### src/rtl/uart_pkg.sv
// rtl/uart_pkg.sv - shared UART defaults and reset-divisor helper
package uart_pkg;

  localparam int OVERSAMPLE_DEF = 16;
  localparam int DIV_W_DEF      = 16;
  localparam int FRAC_W_DEF     = 4;

  // Integer clocks per os_tick for a given clock, baud and oversample ratio
  function automatic int baud_div(input int clk_freq, input int baud, input int os);
    return clk_freq / (baud * os);
  endfunction

endpackage

### src/rtl/uart_frac_acc.sv
// rtl/uart_frac_acc.sv - fractional divisor accumulator; carry stretches the next os period by one clock
module uart_frac_acc #(
  parameter int FRAC_W = 4
) (
  input  logic              clk,
  input  logic              rst,
  input  logic              clr,
  input  logic              step,
  input  logic [FRAC_W-1:0] frac,
  output logic              carry
);

  logic [FRAC_W-1:0] acc;
  logic [FRAC_W:0]   sum;

  assign sum = {1'b0, acc} + {1'b0, frac};

  // Accumulate once per os period; the carry is held for the whole following period
  always_ff @(posedge clk) begin
    if (rst || clr) begin
      acc   <= '0;
      carry <= 1'b0;
    end else if (step) begin
      {carry, acc} <= sum;
    end
  end

endmodule

### src/rtl/uart_baud_gen_os.sv
// rtl/uart_baud_gen_os.sv - oversampling UART baud generator; UART_BAUD_FRAC_EN enables fractional divide
module uart_baud_gen_os
  import uart_pkg::*;
#(
  parameter int CLK_FREQ   = 50_000_000,
  parameter int DEF_BAUD   = 9600,
  parameter int OVERSAMPLE = OVERSAMPLE_DEF,
  parameter int DIV_W      = DIV_W_DEF,
  parameter int FRAC_W     = FRAC_W_DEF
) (
  input  logic                          clk,
  input  logic                          rst,
  input  logic                          en,
  input  logic [DIV_W-1:0]              div_int,
  input  logic [FRAC_W-1:0]             div_frac,
  input  logic                          div_load,
  output logic                          div_pend,
  output logic                          os_tick,
  output logic                          bit_tick,
  output logic [$clog2(OVERSAMPLE)-1:0] os_phase
);

  localparam int PH_W = $clog2(OVERSAMPLE);
  localparam logic [DIV_W-1:0] RST_DIV = DIV_W'(baud_div(CLK_FREQ, DEF_BAUD, OVERSAMPLE));

  logic [DIV_W-1:0] act_int, sh_int;
  logic [DIV_W-1:0] cnt;
  logic [DIV_W:0]   period;
  logic             run;
  logic             carry;
  logic             eop, wrap;
  logic             take_direct, take_shadow, capture;
  logic             acc_clr;

  // run is low on the first enabled cycle so the first period is one clock longer
  assign period      = ((act_int < DIV_W'(2)) ? (DIV_W+1)'(2) : {1'b0, act_int}) + (DIV_W+1)'(carry);
  assign eop         = en && run && ({1'b0, cnt} == period - (DIV_W+1)'(1));
  assign wrap        = eop && (os_phase == PH_W'(OVERSAMPLE - 1));
  assign take_direct = !en && div_load;
  assign take_shadow = div_pend && ((!en && !div_load) || wrap);
  assign capture     = en && div_load;
  assign acc_clr     = !en || (wrap && div_pend);

  // Period counter, os/bit tick generation and phase tracking
  always_ff @(posedge clk) begin
    if (rst) begin
      cnt      <= '0;
      run      <= 1'b0;
      os_phase <= '0;
      os_tick  <= 1'b0;
      bit_tick <= 1'b0;
    end else begin
      run      <= en;
      os_tick  <= eop;
      bit_tick <= wrap;
      if (!en) begin
        cnt      <= '0;
        os_phase <= '0;
      end else if (eop) begin
        cnt      <= '0;
        os_phase <= os_phase + 1'b1;
      end else if (run) begin
        cnt <= cnt + 1'b1;
      end
    end
  end

  // Shadow/active integer divisor: a load made while running waits for a bit boundary
  always_ff @(posedge clk) begin
    if (rst) begin
      act_int  <= RST_DIV;
      sh_int   <= RST_DIV;
      div_pend <= 1'b0;
    end else begin
      if (take_direct) begin
        act_int <= div_int;
        sh_int  <= div_int;
      end else if (take_shadow) begin
        act_int <= sh_int;
      end
      if (capture) begin
        sh_int   <= div_int;
        div_pend <= 1'b1;
      end else if (take_shadow || !en) begin
        div_pend <= 1'b0;
      end
    end
  end

`ifdef UART_BAUD_FRAC_EN
  logic [FRAC_W-1:0] act_frac, sh_frac;

  // Fractional divisor follows the same shadow/apply rules as the integer part
  always_ff @(posedge clk) begin
    if (rst) begin
      act_frac <= '0;
      sh_frac  <= '0;
    end else begin
      if (take_direct) begin
        act_frac <= div_frac;
        sh_frac  <= div_frac;
      end else if (take_shadow) begin
        act_frac <= sh_frac;
      end
      if (capture) sh_frac <= div_frac;
    end
  end

  uart_frac_acc #(.FRAC_W(FRAC_W)) u_frac_acc (
    .clk   (clk),
    .rst   (rst),
    .clr   (acc_clr),
    .step  (eop),
    .frac  (act_frac),
    .carry (carry)
  );
`else
  logic unused_frac;
  assign unused_frac = ^{div_frac, acc_clr};
  assign carry       = 1'b0;
`endif

endmodule
### config.mk
export PLATFORM = sky130hd
export DESIGN_NAME = uart_baud_gen_os
export DESIGN_NICKNAME = d
export VERILOG_FILES = /design/src/rtl/uart_pkg.sv /design/src/rtl/uart_frac_acc.sv /design/src/rtl/uart_baud_gen_os.sv
export SDC_FILE = /design/constraint.sdc
export NUM_CORES = 1
export LEC_CHECK = 0
export CELL_PAD_IN_SITES_DETAIL_PLACEMENT = 0
export CELL_PAD_IN_SITES_GLOBAL_PLACEMENT = 1
export CORE_ASPECT_RATIO = 1.4
export CORE_UTILIZATION = 45
export DETAILED_ROUTE_END_ITERATION = 8
export GPL_TIMING_DRIVEN = 0
export PLACE_DENSITY = 0.82
export REMOVE_ABC_BUFFERS = 1
export SLEW_MARGIN = 20
export SYNTH_ARGS = -nofsm -noshare
export SYNTH_HDL_FRONTEND = slang
export SYNTH_SLANG_ARGS = --single-unit
### constraint.sdc
create_clock -name clk -period 11.9 [get_ports clk]
set_input_delay 1.19 -clock clk [delete_from_list [all_inputs] [get_ports clk]]
set_output_delay 1.19 -clock clk [all_outputs]
set_load 0.005 [all_outputs]
=== Yosys cells after proc, flatten, opt, wreduce, memory -nomap -nowiden ===
Cells that the tools add are included.

* Add/subtract/negate cells: 3
* Muxes and demuxes: 7
* Eq/ne operators: 2
* Reductions and logical operators: 16
* Bitwise logic cells: 1
* Order comparisons: 1

{| class="wikitable"
|+ Operator list
! cell !! number
|-
| $mux 16 || 5
|-
| $eq 16x17->1 || 1
|-
| $sub 16x1->17 const B || 1
|-
| $add 16x1->16 const B || 1
|-
| $lt 16x2->1 const B || 1
|-
| $logic_and 1x1->1 || 7
|-
| $reduce_bool 2->1 || 3
|-
| $add 4x1->4 const B || 1
|-
| $eq 4x4->1 const B || 1
|-
| $reduce_or 3->1 || 1
|-
| $logic_not 1->1 || 2
|-
| $logic_or 1x1->1 || 2
|-
| $mux 1 || 2
|-
| $reduce_or 2->1 || 1
|-
| $not 1->1 || 1
|}

* Input port bits: 24
* Bits in registers: 56
* Output and inout port bits: 7
* Word-level logic and storage cells: 38

=== Logic depth before layout (Yosys ltp) ===
Gate-level depths: netlist (run 1).

* Depth in word-level cells: 11
* Mapped depth: 14
* Depth with buffers taken out: 11

=== Worst setup path after synthesis (run 1) ===
Ideal clock, no wire load.

* Path type: register to register
* From: register act_int[10]
* To: register act_int[10]
* Buffers on the path: 3
* Data arrival time: 3.736 ns
* Slack: 8.043 ns
* Required time: 11.779 ns
* Setup time: 0.121 ns
* Cell stages (with the launch flop): 15
* Period minus slack after synthesis: 3.857 ns
* Cell sequence: dfxtp_1 -> buf_6 -> nor4_1 -> nand4_1 -> nand2_1 -> ha_1 -> or3b_2 -> or3_1 -> a211oi_2 -> o22ai_1 -> or4_4 -> o22a_1 -> buf_6 -> buf_8 -> mux2_4

* Cells in the longest elaborated chain, start to end: 9

{| class="wikitable"
|+ Ends and longest elaborated chain
! element !! line !! source
|-
| start: declaration || uart_baud_gen_os.sv:26 || <nowiki>logic [DIV_W-1:0] act_int, sh_int;</nowiki>
|-
| start signal: assignment || uart_baud_gen_os.sv:76 || <nowiki>act_int <= div_int;</nowiki>
|-
| start signal: assignment || uart_baud_gen_os.sv:79 || <nowiki>act_int <= sh_int;</nowiki>
|-
| $lt 16x2->1 || uart_baud_gen_os.sv:36 || <nowiki>assign period = ((act_int < DIV_W'(2)) ? (DIV_W+1)'(2) : {1'b0, act_int}) + (DIV_W+1)'(carry);</nowiki>
|-
| $mux 16 * || uart_baud_gen_os.sv:36 ||
|-
| $sub 16x1->17 * || uart_baud_gen_os.sv:37 || <nowiki>assign eop = en && run && ({1'b0, cnt} == period - (DIV_W+1)'(1));</nowiki>
|-
| $eq 16x17->1 * || uart_baud_gen_os.sv:37 ||
|-
| $logic_and 1x1->1 * || uart_baud_gen_os.sv:37 ||
|-
| $logic_and 1x1->1 * || uart_baud_gen_os.sv:38 || <nowiki>assign wrap = eop && (os_phase == PH_W'(OVERSAMPLE - 1));</nowiki>
|-
| $logic_or 1x1->1 * || uart_baud_gen_os.sv:40 || <nowiki>assign take_shadow = div_pend && ((!en && !div_load) || wrap);</nowiki>
|-
| $logic_and 1x1->1 * || uart_baud_gen_os.sv:40 ||
|-
| $reduce_bool 2->1 (no source line) * || - ||
|}

Every way passes the cells marked *; elsewhere a longest branch is shown, timed or not.
A chain may end at the register's enable or synchronous reset.

=== Final worst setup path (run 1) ===
* From: register act_int[10]
* To: register act_int[4]

Same word-level chain as after synthesis.

==> results.txt, run 1 <==
----------------------------------------------------
[Placement]
  HPWL after DPL ... 4.74 mm
  Count of port buffers added during placement ... 26
  Routability cong. ... 0.869
  Cell total after placement ... 454

[Yosys]
  Cell type with the highest aggregate area in the netlist ... sky130_fd_sc_hd__dfxtp_1
  Mean Syn Cell Area ... 8.91 µm²
  Adder and majority gate portion of the synthesized area ... 0.0119
  Synth Register Bits ... 56
  Post-synthesis simple-gate area fraction ... 0.248
  Cells after Synth ... 355
  Share of the synthesized area in the top cell type ... 0.354
  Synth Warn # ... 0
  Post-synthesis xor/xnor area fraction ... 0.0803
  EDFF count, synth ... 0
  Sequential-to-total area share from yosys stat ... 0.354
  Most used flip-flop cell after synthesis ... sky130_fd_sc_hd__dfxtp_1
  Top post-synthesis cells by area ... sky130_fd_sc_hd__dfxtp_1, sky130_fd_sc_hd__mux2i_1, sky130_fd_sc_hd__nor2_1
  Combinational family with the most area after synthesis ... simple AND/OR/NAND/NOR gates
  Complex-gate fraction of the synthesized area ... 0.114
  Post-synthesis cell type count ... 59
  Fraction of synthesized area in multiplexers ... 0.148
  Ys async rst share ... 0
  Netlist area before placement ... 3160 µm²

[Critical path]
  Largest driver fanout on the critical path ... 16
  Crit path capture ... act_int[4]
  Data required time of the critical path ... 12100 ps
  Setup slack of the worst register-to-register path ... 7170 ps
  Capture instance of the worst register-to-register path ... act_int[4]
  Critical R2R Launch ... act_int[10]
  Critical Path AT ... 4930 ps
  Type of the worst setup path ... flip-flop to flip-flop
  Slowest cell on crit path ... sky130_fd_sc_hd__nor4_1
  Biggest cell delay along the critical path ... 620 ps
  Critical Path Start ... act_int[10]
  CP endpoint kind ... flip-flop
  Startpoint type of the worst setup path ... flip-flop
  Crit-path cells ... nor4_1 -> nand4_1 -> nand2_1 -> ha_1 -> nor3b_1 -> nand3_1 -> a2111oi_0 -> o21ai_1 -> or4_4 -> o22a_1 -> mux2_1
  R2r worst-path depth ... 11

[CTS]
  Post-CTS Setup Inserts ... 0
  Clock-pin slew reported for the worst setup and hold paths after clock tree synthesis ... 100 ps
  Number of buffers inserted for hold repair after clock tree synthesis ... 0
  Clk Latency, worst-skew pair ... 310 ps
  Number of CTS-inserted buffers ... 5
  TritonCTS clock tree ... built
  Library cell used as clock root buffer ... sky130_fd_sc_hd__clkbuf_8
  Count of clock tree sinks ... 56
  Longest Clk Path Bufs ... 2
  Cts repair resizes ... 0
  H-tree depth ... 2

[Layout]
  Multi-input combinational cell area ... 1910 µm²
  ANT cells ... 0
  Number of fill cells in the layout ... 649
  Proportion of layout cells with a drive suffix above 1 ... 0.0757
  Post-layout instance count excluding filler cells ... 462
  Number of nets in the finished design ... 396
  Sequential standard cell area ... 1120 µm²
  Area grow syn2layout ... 12.2%

[Routing]
  Post-DR wirelength/cell ... 13.6 µm
  Antenna-violating nets left ... 0
  Routed vias ... 2512
  Iteration count of the initial detailed-routing pass ... 4
  Routed via count divided by cell count ... 5.44
  Count of unresolved DRC violations after routing ... 0
  Initial drt markers ... 87
  DRT Wirelength ... 6.30 mm

[Power]
  Power per Cell Area ... 98.4 nW/µm²
  Standby leakage power ... 1.32 nW
  Worst voltage drop across the vdd grid ... 0.0000703 V

[Die]
  Row cnt ... 35
  Area enclosed by the die boundary ... 7380 µm²
  Core Footprint ... 6700 µm²
  Initial cell density of the core ... 0.472
  IO Count ... 31
  Width of the die ... 72.9 µm
  Die height ... 101 µm

[Global routing]
  Initial antenna violation count ... 0
  First-pass GRT wire length ... 11.2 mm
  GRT Overall Usage ... 0.191
  Total gr overflow ... 0
  Largest net degree at the start of global routing ... 45
  Number of global-route vias before repair ... 2474

[Flow run]
  Count of maximum capacitance violations ... 0

[STA]
  Post-Route Skew ... 3.13 ps
  Slew Limit Headroom ... 0.305
  Worst-margin pin slew ... 1040 ps
  Maximum clock frequency ... 0.211 GHz
  Setup tns final ... 0 ps
  Pins over their slew limit ... 0
  Shortest period the worst path allows ... 4730 ps
  RSZ-0062 raised after global routing ... false
  Total count of hold-check failures in the final report ... 0
  Share of the clock period used by the worst path after layout ... 0.397
  Setup Viol. Count Final ... 0

[Run status]
  Outcome ... finished, final reports clean

[Hold path]
  Worst hold path type ... flip-flop to flip-flop

----------------------------------------------------
-- layout by cell type, fill, tap and decap left out, types with 4 or more instances in the layout --
cell type                          n
sky130_fd_sc_hd__nand3_1           6
sky130_fd_sc_hd__nand4_1           9
sky130_fd_sc_hd__mux2i_1          31
sky130_fd_sc_hd__nor3_1            4
sky130_fd_sc_hd__clkbuf_8          5
sky130_fd_sc_hd__nor4_1            7
sky130_fd_sc_hd__inv_1             7
sky130_fd_sc_hd__xnor2_1          14
sky130_fd_sc_hd__xor2_1           15
sky130_fd_sc_hd__o21ai_0           4
sky130_fd_sc_hd__mux2_4            6
sky130_fd_sc_hd__clkdlybuf4s50_1  25
sky130_fd_sc_hd__a21oi_1           4
sky130_fd_sc_hd__nand2_1          15
sky130_fd_sc_hd__mux2_1            6
sky130_fd_sc_hd__nor2_1           60
sky130_fd_sc_hd__a211oi_1          4
sky130_fd_sc_hd__nor2b_1          21
sky130_fd_sc_hd__a211o_1           4
sky130_fd_sc_hd__dfxtp_1          56
-- power by group --
| group | switching [mW] | internal [mW] |
|---|---|---|
| Sequential | 0.00642 | 0.193 |
| Clock | 0.0634 | 0.0423 |
| Combinational | 0.0209 | 0.0231 |
| Total | 0.0907 | 0.259 |
-- layout make-up --
class,instances,share of cell area
inverters,7,0.00740
clock buffers,5,0.0194
repair buffers,28,0.0817
well taps,92,0.0324
flip-flops and latches,56,0.316
clock inverters,3,0.00634
multi-input cells,271,0.537
-- per-stage QoR --
stage	setup WS [ps]	hold WS (ps)	cell area, µm²	total power [mW]	util
after floorplan	8000	460	3050	0.229	-
after global placement	6580	471	3430	0.246	0.511
after detailed placement	7090	483	3460	0.248	0.516
after CTS	7070	508	3550	0.355	0.530
after global routing	6640	535	3550	0.367	0.530
final	7170	503	3550	0.349	0.530
-- critical path, delay by kind of cell (launching register included) --
kind	cells	cell delay, ps
DFF	1	400
AOI/OAI and AO/OA	3	1280
and+or+nand+nor	6	2240
adders and majority gates	1	250
muxes	1	450
-- worst min path at each step --
stage	from	end	slack [ps]	depth (start not counted)
final	os_phase[3]	os_phase[3]	500	2
after global placement	sh_int[15]	sh_int[15]	470	2
after detailed placement	sh_int[7]	sh_int[7]	480	2
after global routing	sh_int[13]	sh_int[13]	530	2
after floorplan	sh_int[10]	sh_int[10]	460	2
after CTS	os_phase[3]	os_phase[3]	510	2
-- logic make-up (layout without fill, tap and decap cells) --
| family | after synthesis | count (layout) |
|---|---|---|
| buffers and inverters | 28 | 43 |
| multiplexers | 43 | 43 |
| AO/OA/AOI/OAI | 47 | 47 |
| flip-flops | 56 | 56 |
| AND/OR/NAND/NOR | 149 | 149 |
| XOR/XNOR | 29 | 29 |
| adder cells (fa/ha/maj) | 3 | 3 |
-- cells in the mapped netlist, drive strengths merged, types with 3 or more instances --
cell type	instances
nor2	60
dfxtp	56
mux2i	31
nor2b	22
nand2	15
xor2	15
clkbuf	14
xnor2	14
mux2	12
nand4	9
nor4	8
buf	7
inv	7
nand3	6
o21ai	6
a211oi	5
a211o	4
a21oi	4
nor3	4
or4	4
ha	3
nand2b	3
o211ai	3
o311ai	3
or2	3
-- per-layer routing --
layer  vias up  part of all wire  global-route usage
met5         -                 0                   0
met4         0             0.027              0.0739
met3        12             0.021              0.0239
met2        38              0.49               0.331
met1      1170              0.46               0.241
li1       1292                 -                   -
-- registers in the layout, indices dropped and copies added, names as in the netlist --
name      cells
act_int      16
bit_tick      1
sh_int       16
cnt          16
div_pend      1
run           1
os_tick       1
os_phase      4
Power figures use the tool's default switching activity.
==> run 2, diff against run 1 <==
CORE_UTILIZATION = 44   (was 45)
PLACE_DENSITY = 0.8   (was 0.82)
clock period = 4.85 ns   (was 11.9 ns; I/O delays follow)
==> results.txt, run 2 (synthesized netlist as in run 1, its figures left out) <==
----------------------------------------------------
[STA]
  Final Hold Slack ... 494 ps (was 503 ps)
  Post-Route Skew ... 4.85 ps (was 3.13 ps)
  Total count of hold-check failures in the final report ... 0 (unchanged)
  Setup tns final ... 0 ps (unchanged)
  Pins over their slew limit ... 0 (unchanged)
  RSZ-0062 raised after global routing ... false (unchanged)
  Share of the clock period used by the worst path after layout ... 0.946 (was 0.397)
  Worst-margin pin slew ... 884 ps (was 1040 ps)
  Slew Limit Headroom ... 0.411 (was 0.305)
  Shortest period the worst path allows ... 4590 ps (was 4730 ps)
  Maximum clock frequency ... 0.218 GHz (was 0.211 GHz)
  Setup Viol. Count Final ... 0 (unchanged)
  Setup slack of the critical path after layout ... 262 ps (was 7170 ps)

[Critical path]
  Capture instance of the worst register-to-register path ... act_int[5] (was act_int[4])
  Data required time of the critical path ... 5060 ps (was 12100 ps)
  Critical Path Start ... act_int[10] (unchanged)
  Type of the worst setup path ... flip-flop to flip-flop (unchanged)
  CP endpoint kind ... flip-flop (unchanged)
  Crit path capture ... act_int[5] (was act_int[4])
  Startpoint type of the worst setup path ... flip-flop (unchanged)
  Setup slack of the worst register-to-register path ... 260 ps (was 7170 ps)
  Critical Path AT ... 4800 ps (was 4930 ps)
  Critical R2R Launch ... act_int[10] (unchanged)
  R2r worst-path depth ... 11 (unchanged)
  Largest driver fanout on the critical path ... 16 (unchanged)

[Die]
  Die height ... 102 µm (was 101 µm)
  Width of the die ... 73.7 µm (was 72.9 µm)
  IO Count ... 31 (unchanged)
  Core Footprint ... 6940 µm² (was 6700 µm²)
  Area enclosed by the die boundary ... 7540 µm² (was 7380 µm²)
  Initial cell density of the core ... 0.456 (was 0.472)
  Row cnt ... 36 (was 35)

[Power]
  Total power draw ... 0.859 mW (was 0.349 mW)
  Standby leakage power ... 1.32 nW (about the same)
  Power per Cell Area ... 242 nW/µm² (was 98.4 nW/µm²)
  Worst voltage drop across the vdd grid ... 0.000197 V (was 0.0000703 V)

[CTS]
  Longest Clk Path Bufs ... 2 (unchanged)
  Clock-pin slew reported for the worst setup and hold paths after clock tree synthesis ... 100 ps (about the same)
  Clk Latency, worst-skew pair ... 310 ps (about the same)
  Number of CTS-inserted buffers ... 5 (unchanged)
  Library cell used as clock root buffer ... sky130_fd_sc_hd__clkbuf_8 (unchanged)
  TritonCTS clock tree ... built (unchanged)
  Post-CTS Setup Inserts ... 0 (unchanged)
  Number of buffers inserted for hold repair after clock tree synthesis ... 0 (unchanged)
  Count of clock tree sinks ... 56 (unchanged)
  H-tree depth ... 2 (unchanged)

[Layout]
  Post-layout instance count excluding filler cells ... 465 (was 462)
  Proportion of layout cells with a drive suffix above 1 ... 0.0811 (was 0.0757)
  ANT cells ... 0 (unchanged)
  Area grow syn2layout ... 12.5% (was 12.2%)
  Most frequent cells in the layout ... sky130_fd_sc_hd__nor2_1, sky130_fd_sc_hd__dfxtp_1, sky130_fd_sc_hd__mux2i_1 (unchanged)
  Most common library cell in the layout ignoring fill and taps ... sky130_fd_sc_hd__nor2_1 (unchanged)
  Biggest registers after layout ... act_int (16), cnt (16), sh_int (16) (unchanged)
  Final std cell area, no fill ... 3560 µm² (was 3550 µm²)
  Number of fill cells in the layout ... 705 (was 649)
  Number of nets in the finished design ... 396 (unchanged)
  Core Util, Final ... 0.513 (was 0.530)

[Routing]
  Count of unresolved DRC violations after routing ... 0 (unchanged)
  DRT Wirelength ... 6.42 mm (was 6.30 mm)
  Antenna-violating nets left ... 0 (unchanged)
  Iteration count of the initial detailed-routing pass ... 4 (unchanged)
  Routed via count divided by cell count ... 5.42 (was 5.44)
  Routed vias ... 2520 (was 2512)
  Initial drt markers ... 99 (was 87)
  Post-DR wirelength/cell ... 13.8 µm (was 13.6 µm)

[Flow run]
  Count of maximum capacitance violations ... 0 (unchanged)

[Global routing]
  Total gr overflow ... 0 (unchanged)
  Initial antenna violation count ... 0 (unchanged)
  Largest net degree at the start of global routing ... 30 (was 45)
  First-pass GRT wire length ... 10.8 mm (was 11.2 mm)
  Number of global-route vias before repair ... 2381 (was 2474)
  GRT Overall Usage ... 0.181 (was 0.191)

[Run status]
  Outcome ... finished, final reports clean (unchanged)

[Hold path]
  Worst hold path type ... flip-flop to flip-flop (unchanged)
  Hold path start ... os_phase[3] (unchanged)

[Placement]
  Routability cong. ... 0.886 (was 0.869)
  Worst setup slack after placement ... 260 ps (was 7090 ps)
  Cell area after placement ... 3470 µm² (was 3460 µm²)
  HPWL after DPL ... 4.78 mm (was 4.74 mm)
  Cell total after placement ... 457 (was 454)
  Count of port buffers added during placement ... 26 (unchanged)

----------------------------------------------------
-- run 2: cell types whose count changed in the layout (fill, tap and decap cells not counted) --
cell,before,now
sky130_fd_sc_hd__buf_8,1,0
sky130_fd_sc_hd__buf_12,1,0
sky130_fd_sc_hd__buf_16,0,1
sky130_fd_sc_hd__nor3b_2,0,1
sky130_fd_sc_hd__clkdlybuf4s50_1,25,24
sky130_fd_sc_hd__nor3b_1,1,0
sky130_fd_sc_hd__buf_2,1,2
sky130_fd_sc_hd__buf_6,0,1
-- run 2: power by group --
| group | total [mW] | internal (mW) | switching (mW) |
|---|---|---|---|
| clock network | 0.262 | 0.104 | 0.158 |
| registers | 0.490 | 0.474 | 0.0160 |
| logic | 0.108 | 0.0562 | 0.0516 |
| total | 0.859 | 0.634 | 0.225 |
-- run 2: critical path: stages (launching register included) --
cell and delay (ps):
sky130_fd_sc_hd__dfxtp_1 400, sky130_fd_sc_hd__nor4_1 640, sky130_fd_sc_hd__nand4_1 260, sky130_fd_sc_hd__nand2_1 140, sky130_fd_sc_hd__ha_1 250, sky130_fd_sc_hd__or3b_2 490, sky130_fd_sc_hd__or3_1 370, sky130_fd_sc_hd__a211oi_2 270
sky130_fd_sc_hd__o22ai_1 140, sky130_fd_sc_hd__or4_4 560, sky130_fd_sc_hd__o22a_1 510, sky130_fd_sc_hd__mux2_1 450
-- run 2: how the worst min path moves through the flow --
stage / endpoint / slack, ps / cells past startpoint
6_report: os_phase[3] / 490 / 2
5_1_grt: os_phase[3] / 540 / 2
4_1_cts: os_phase[3] / 500 / 2
3_5_place_dp: os_phase[3] / 480 / 2
3_3_place_gp: sh_int[5] / 470 / 2
2_1_floorplan: sh_int[10] / 460 / 2
-- run 2: cell type report --
class / count / area (µm²) / area share
well taps: 95 / 119 / 0.0334
repair buffers: 28 / 289 / 0.0812
clock buffers: 5 / 68.8 / 0.0193
inverters: 7 / 26.3 / 0.00738
clock inverters: 3 / 22.5 / 0.00633
multi-input cells: 271 / 1910 / 0.537
flip-flops and latches: 56 / 1120 / 0.315
-- run 2: metal layers --
metal,vias up,track usage,share of wire,wire length [µm]
li1,1287,-,-,-
met1,1187,0.226,0.46,2940
met2,36,0.316,0.50,3190
met3,10,0.0266,0.024,155
met4,0,0.0592,0.021,134
met5,-,0,0,0
-- run 2: repair_timing --
item	in CTS	in global routing
setup endpoints to repair	0	12
gates resized for setup	0	1
endpoints found under the hold margin	0	0
